## config.mk

```make
export PLATFORM = sky130hd
export DESIGN_NAME = calc_input_sequencer
export DESIGN_NICKNAME = d
export VERILOG_FILES = /design/src/rtl/calc_input_sequencer.sv
export SDC_FILE = /design/constraint.sdc
export NUM_CORES = 1
export LEC_CHECK = 0
export CAP_MARGIN = 10
export CORE_UTILIZATION = 30
export DETAILED_ROUTE_END_ITERATION = 8
export HOLD_SLACK_MARGIN = 0.05
export PLACE_DENSITY = 0.58
export SYNTH_ARGS = -nofsm -noshare
export SYNTH_HDL_FRONTEND = slang
export SYNTH_SLANG_ARGS = --single-unit
export TNS_END_PERCENT = 50
```

## constraint.sdc

```tcl
create_clock -name clk -period 2.6 [get_ports clk]
set_clock_uncertainty 0.1 [all_clocks]
set_input_delay 0.52 -clock clk [delete_from_list [all_inputs] [get_ports clk]]
set_output_delay 0.52 -clock clk [all_outputs]
set_load 0.05 [all_outputs]
```

## src/rtl/calc_input_sequencer.sv

```systemverilog
// calc_input_sequencer: key-event front end for the calculator arithmetic unit.
// Registers operand A, operand B and the op select from key events. After
// EQUALS it holds the operands stable for SETTLE_CYCLES cycles, then captures
// the arithmetic unit result and flags divide-by-zero.
// Optional feature macro: CALC_CHAIN_EN (an OP in DONE chains the previous
// result's low nibble in as operand A).
module calc_input_sequencer #(
   parameter int SETTLE_CYCLES = 1
) (
   input  logic       clk,
   input  logic       rst,
   input  logic       key_valid,
   output logic       key_ready,
   input  logic [1:0] key_type,
   input  logic [3:0] key_data,
   output logic [3:0] op_a,
   output logic [3:0] op_b,
   output logic [1:0] op_sel,
   input  logic [7:0] au_result,
   output logic [7:0] res_out,
   output logic       res_valid,
   output logic       div_zero,
   output logic [2:0] state_o
);

   typedef enum logic [2:0] {
      IDLE   = 3'd0,
      GOT_A  = 3'd1,
      GOT_OP = 3'd2,
      GOT_B  = 3'd3,
      EXEC   = 3'd4,
      DONE   = 3'd5
   } state_t;

   localparam logic [1:0] K_DIGIT  = 2'b00;
   localparam logic [1:0] K_OP     = 2'b01;
   localparam logic [1:0] K_EQUALS = 2'b10;
   localparam logic [1:0] K_CLEAR  = 2'b11;
   localparam logic [1:0] OP_DIV   = 2'b11;
   localparam logic [3:0] CNT_LOAD = 4'(SETTLE_CYCLES - 1);

   state_t     state;
   logic [3:0] settle_cnt;
   logic       key_acc;

   // Keys are refused only while the arithmetic unit is settling.
   assign key_ready = (state != EXEC);
   assign key_acc   = key_valid && key_ready;
   assign state_o   = state;

   // Sequencer FSM: operand/op registers, settle counter and result capture.
   always_ff @(posedge clk) begin
      if (rst) begin
         state      <= IDLE;
         op_a       <= 4'd0;
         op_b       <= 4'd0;
         op_sel     <= 2'd0;
         res_out    <= 8'd0;
         res_valid  <= 1'b0;
         div_zero   <= 1'b0;
         settle_cnt <= 4'd0;
      end else begin
         case (state)
            IDLE: begin
               if (key_acc && key_type == K_DIGIT) begin
                  op_a  <= key_data;
                  state <= GOT_A;
               end
            end
            GOT_A: begin
               if (key_acc && key_type == K_DIGIT) begin
                  op_a <= key_data;
               end else if (key_acc && key_type == K_OP) begin
                  op_sel <= key_data[1:0];
                  state  <= GOT_OP;
               end
            end
            GOT_OP: begin
               if (key_acc && key_type == K_DIGIT) begin
                  op_b  <= key_data;
                  state <= GOT_B;
               end else if (key_acc && key_type == K_OP) begin
                  op_sel <= key_data[1:0];
               end
            end
            GOT_B: begin
               if (key_acc && key_type == K_DIGIT) begin
                  op_b <= key_data;
               end else if (key_acc && key_type == K_EQUALS) begin
                  settle_cnt <= CNT_LOAD;
                  state      <= EXEC;
               end
            end
            EXEC: begin
               if (settle_cnt == 4'd0) begin
                  // Divide-by-zero result is forced; the AU output is meaningless then.
                  if (op_sel == OP_DIV && op_b == 4'd0) begin
                     res_out  <= 8'hFF;
                     div_zero <= 1'b1;
                  end else begin
                     res_out  <= au_result;
                     div_zero <= 1'b0;
                  end
                  res_valid <= 1'b1;
                  state     <= DONE;
               end else begin
                  settle_cnt <= settle_cnt - 4'd1;
               end
            end
            DONE: begin
               if (key_acc && key_type == K_DIGIT) begin
                  op_a      <= key_data;
                  op_b      <= 4'd0;
                  op_sel    <= 2'd0;
                  res_valid <= 1'b0;
                  state     <= GOT_A;
               end
`ifdef CALC_CHAIN_EN
               else if (key_acc && key_type == K_OP) begin
                  op_a      <= res_out[3:0];
                  op_sel    <= key_data[1:0];
                  op_b      <= 4'd0;
                  res_valid <= 1'b0;
                  state     <= GOT_OP;
               end
`endif
            end
            default: state <= IDLE;
         endcase

         // CLEAR overrides whatever the state branch did (never accepted in EXEC).
         if (key_acc && key_type == K_CLEAR) begin
            state     <= IDLE;
            op_a      <= 4'd0;
            op_b      <= 4'd0;
            op_sel    <= 2'd0;
            res_out   <= 8'd0;
            res_valid <= 1'b0;
            div_zero  <= 1'b0;
         end
      end
   end

endmodule

```

-- Yosys cells after proc, flatten, opt, wreduce, memory -nomap -nowiden
Index checks and enable logic that the tools add are counted.
- register bits: 27
- add/subtract/negate cells: 1
- equality and inequality tests: 22
- multiplexer cells: 24
- reduce and logical (&&, ||, !) cells: 26
- operator list (kind ; count):
    $mux 3 ; 7
    $mux 4 ; 5
    $ne 2x2->1 const B ; 9
    $pmux 4 s2 ; 2
    $pmux 3 s5 ; 1
    $logic_not 4->1 ; 2
    $mux 8 ; 1
    $reduce_and 4->1 ; 2
    $reduce_bool 2->1 ; 4
    $reduce_or 2->1 ; 4
    $reduce_and 7->1 ; 1
    $eq 2x2->1 const B ; 3
    $eq 3x2->1 const B ; 2
    $eq 3x3->1 const B ; 2
    $logic_and 1x1->1 ; 6
    $mux 2 ; 3
    $ne 2x1->1 const B ; 3
    $reduce_and 3->1 ; 2
    $pmux 2 s2 ; 1
    $reduce_and 2->1 ; 2
    $sub 4x1->4 const B ; 1
    $eq 3x1->1 const B ; 1
    $logic_not 3->1 ; 1
    $mux 1 ; 3
    5 further kinds ; 5

-- Longest topological paths before layout
- depth after elaboration: 6
- mapped depth: 6
- depth with buffers taken out: 5

-- Least setup slack after synthesis
No wires, ideal clock.
- path type: register -> register
- start point: reg state[2] (netlist: state_o[2])
- end point: reg settle_cnt[2]
- library setup time: 0.070 ns
- arrival time: 1.709 ns
- path slack: 0.721 ns
- cell stages (with the launch flop): 5
- buffers on the path: 0
- clock period less this slack: 1.879 ns
- cells stage by stage: dfxtp_1 > nor3b_4 > inv_2 > or4_1 > a21oi_1
- longest elaborated chain between the ends: 5
- ends and longest elaborated chain (item ; RTL line ; RTL):
    from (decl) ; 42 ; state_t state;
    from (signal assigned) ; 54 ; state <= IDLE;
    from (signal assigned) ; 67 ; state <= GOT_A;
    from (signal assigned) ; 75 ; state <= GOT_OP;
    $ne 3x3->1 * ; 47 ; assign key_ready = (state != EXEC);
    named net key_ready ; 13 ; output logic key_ready,
    $logic_and 1x1->1 * ; 48 ; assign key_acc = key_valid && key_ready;
    $logic_and 1x1->1 (on tied branches) ; 89, 87 ;
    $ne 2x2->1 (no line) ; -- ;
    $reduce_and 4->1 (no line) * ; -- ;
    to (signal assigned) ; 107 ; settle_cnt <= settle_cnt - 4'd1;
    to (decl) ; 43 ; logic [3:0] settle_cnt;
Mark *: on every way through the listed nets, which the timed path passes. The rest lies on a longest branch.
A chain may end at the register's enable or synchronous reset.

-- Final worst setup path
- start point: reg state[0] (netlist: state_o[0])
- end point: out state_o[0]
- RTL lines (item ; RTL line ; RTL):
    to (decl) ; 23 ; output logic [2:0] state_o
No word-level cell between the ends.

==> out/qor.yml <==
status:
  outcome: "complete, no violations"
logic_synthesis:
  synthTopCellsByArea: "dfxtp_1 40%, o221a_2 5.0%, nand3_1 4.0%"
  synthTopCellsByCount: "27 x dfxtp_1, 11 x nand3_1, 8 x a21oi_1, 8 x inv_1"
  synth_compound_area_share_pct: 26.6
  synth_xor_area_share_pct: 0.642
  synth_enable_flop_cells: 0
  avgSynthCellArea_um2: 9.47
  synth_top_area_cell: "dfxtp_1"
  synth_nets: 163
  ys_ff_latch: 27
  synth.top_cell.area_share_pct: 39.6
  synthArstFlopShare_pct: 0
  synthAdderAreaFrac_pct: 1.83
  ys_types: 47
  synthMostInstantiatedCell: "dfxtp_1"
  yosys.area_share.simple_pct: 23.9
  netlist_area_um2: 1360
  postSynthCellCount: 144
  synth_ff_type: "dfxtp_1"
  yosysWarnings: 0
  synth.area.mux_share_pct: 1.47
  synth_top_family_by_area: "compound AO/OA/AOI/OAI gates"
  seq_area_frac_synth_pct: 39.6
clock_network:
  cts-root-buf: "clkbuf_8"
  cts_setup_buffers: 0
  cts_tree: "yes"
  hold_buffers: 0
  insertion_delay_ns: 0.27
  cts_sinks: 27
  cts_inserted_buffers: 3
  clk_path_buf_depth: 2
  post_cts_resized: 0
  path_clk_slew_ns: 0.09
  htreeDepth: 1
global_routing:
  grt_max_degree: 17
  track_usage_pct: 15.0
  grt_pass1_wl_mm: 5.97
  grt-ovfl-total: 0
  grt_pass1_vias: 1267
  antenna_found_initial: 0
critical_path:
  crit_required_ns: 1.98
  critPathTopFamily: "buffers and inverters"
  path_class: "reg -> out"
  cp.depth: 1
  slowest_delay_ns: 0.89
  end_kind: "output pin"
  start_kind: "flip-flop"
  critPathSlowestCell: "clkdlybuf4s50_1"
  path_cells: "clkdlybuf4s50_1"
  critPathMaxFanout: 13
  worstPathArrival_ns: 1.79
  worst-path-buf-inv: 1
  reg2reg_depth: 4
detailed_routing:
  via_count: 1282
  wire_per_inst_um: 14.7
  firstDrtPassIters: 4
  ant_nets: 0
  wl_mm: 3.41
  drt-vias-per-instance: 5.53
  drc: 0
  drt_iter0_markers: 53
timing:
  finalSetupTns_ns: 0
  tightest_slew_ns: 0.562
  finalSetupViolations: 0
  rsz0062_at_grt: "no"
  slew_viol_final: 0
  max_freq_mhz: 415
  hold_viol: 0
  period_needed_ns: 2.41
  period_share_pct: 92.6
  maxSlewHeadroom_pct: 62.3
worst_hold_path:
  min_path_cells: 2
  min_path_type: "reg -> reg"
final_layout:
  finalNetCount: 200
  fin_util_pct: 42.2
  finalNonFillerCells: 232
  fillers: 433
  area_growth_pct: 34.9
  layout-drive-gt1-share_pct: 12.2
  num_antenna_cells: 0
  final_cell_area_um2: 1840
power_and_ir_drop:
  p_per_area_nw_per_um2: 402
  ir_worst_vdd_mv: 0.287
  p_leak_nw: 0.640
  power_mw: 0.739
placement:
  post_dp_cell_area_um2: 1790
  io_buffers: 40
  dp_hpwl_mm: 2.54
  dp_cells: 228
  place.gp.congestion: 0.837
floorplanning:
  coreArea_um2: 4350
  pin_count: 41
  die_area_um2: 4820
  initial_core_util_pct: 31.3
  die_w_um: 69.4
  fp.dieH_um: 69.4
  fp-row-count: 24
run:
  maxCapViolations: 0
cell usage in the layout (no fill, tap or decap), types with 2 or more instances in the layout:
cell type	Yosys	routed
dfxtp_1	27	27
o211ai_1	2	2
buf_4	1	3
ha_1	2	2
nor3b_2	2	2
nor2_1	3	3
a21oi_1	8	8
nand2_1	4	4
clkbuf_8	0	3
or3b_1	2	2
o221a_2	6	6
inv_1	8	8
nand3_1	11	11
clkdlybuf4s50_1	0	39
nand4_1	6	6
mux2i_1	2	2
a211oi_1	2	2
o221a_1	2	2
o31ai_1	4	4
o21a_1	3	3
a31oi_1	4	4
nor4_1	2	2
o2111ai_1	2	2
o21ai_0	3	3
nand2b_1	3	3
nor4bb_1	2	2
or4_1	2	2
nor2b_1	3	3
registers in the layout, summed over array words and instances, names as in the netlist:
signal and flops:
res_out 8, op_a 4, op_b 4, settle_cnt 4, state_o 3, op_sel 2, div_zero 1, res_valid 1
layer usage:
metal	vias to the layer above	part of all wire (%)	track usage [%]
met5	-	0	0
li1	630	-	-
met3	0	3.9	3.92
met1	621	48	19.1
met2	31	48	26.4
met4	0	0	0.907
kinds of logic after synthesis:
family,after synthesis
flops,27
compound gates,45
xor+xnor,1
buf+inv,19
fa+ha+maj,2
simple gates,48
mux,2
per-stage QoR:
step                hold slack, ns  worst slack, ns
detailed placement           0.365            0.265
CTS                          0.385            0.180
floorplan                    0.361            0.721
finish                       0.387            0.191
global route                 0.408            0.116
global placement             0.362            0.362
tightest hold or removal path: stages, from the launching register on:
cell and delay (ns):
dfxtp_1 0.33, o31ai_1 0.06, a21oi_1 0.06
path summary, 6_finish.rpt:
check        startpoint       endpoint  slack (ns)
max          state_o[0]     state_o[0]        0.19
min reg2reg     op_a[0]        op_a[0]        0.39
max reg2reg  state_o[2]  settle_cnt[2]        0.66
min             op_a[0]        op_a[0]        0.39
where the power goes:
part	internal [mW]	switching, mW
Combinational	0.0366	0.0401
Sequential	0.416	0.00410
Clock	0.110	0.133
cell type report:
cell class	instances	area, µm²	share of cell area, %
Sequential cell	27	541	29.4
Tap cell	52	65.1	3.54
Clock buffer	4	45.0	2.45
Timing Repair Buffer	42	413	22.4
Multi-Input combinational cell	98	742	40.3
Inverter	9	33.8	1.84
No activity file was read; power rests on OpenSTA's default activity.
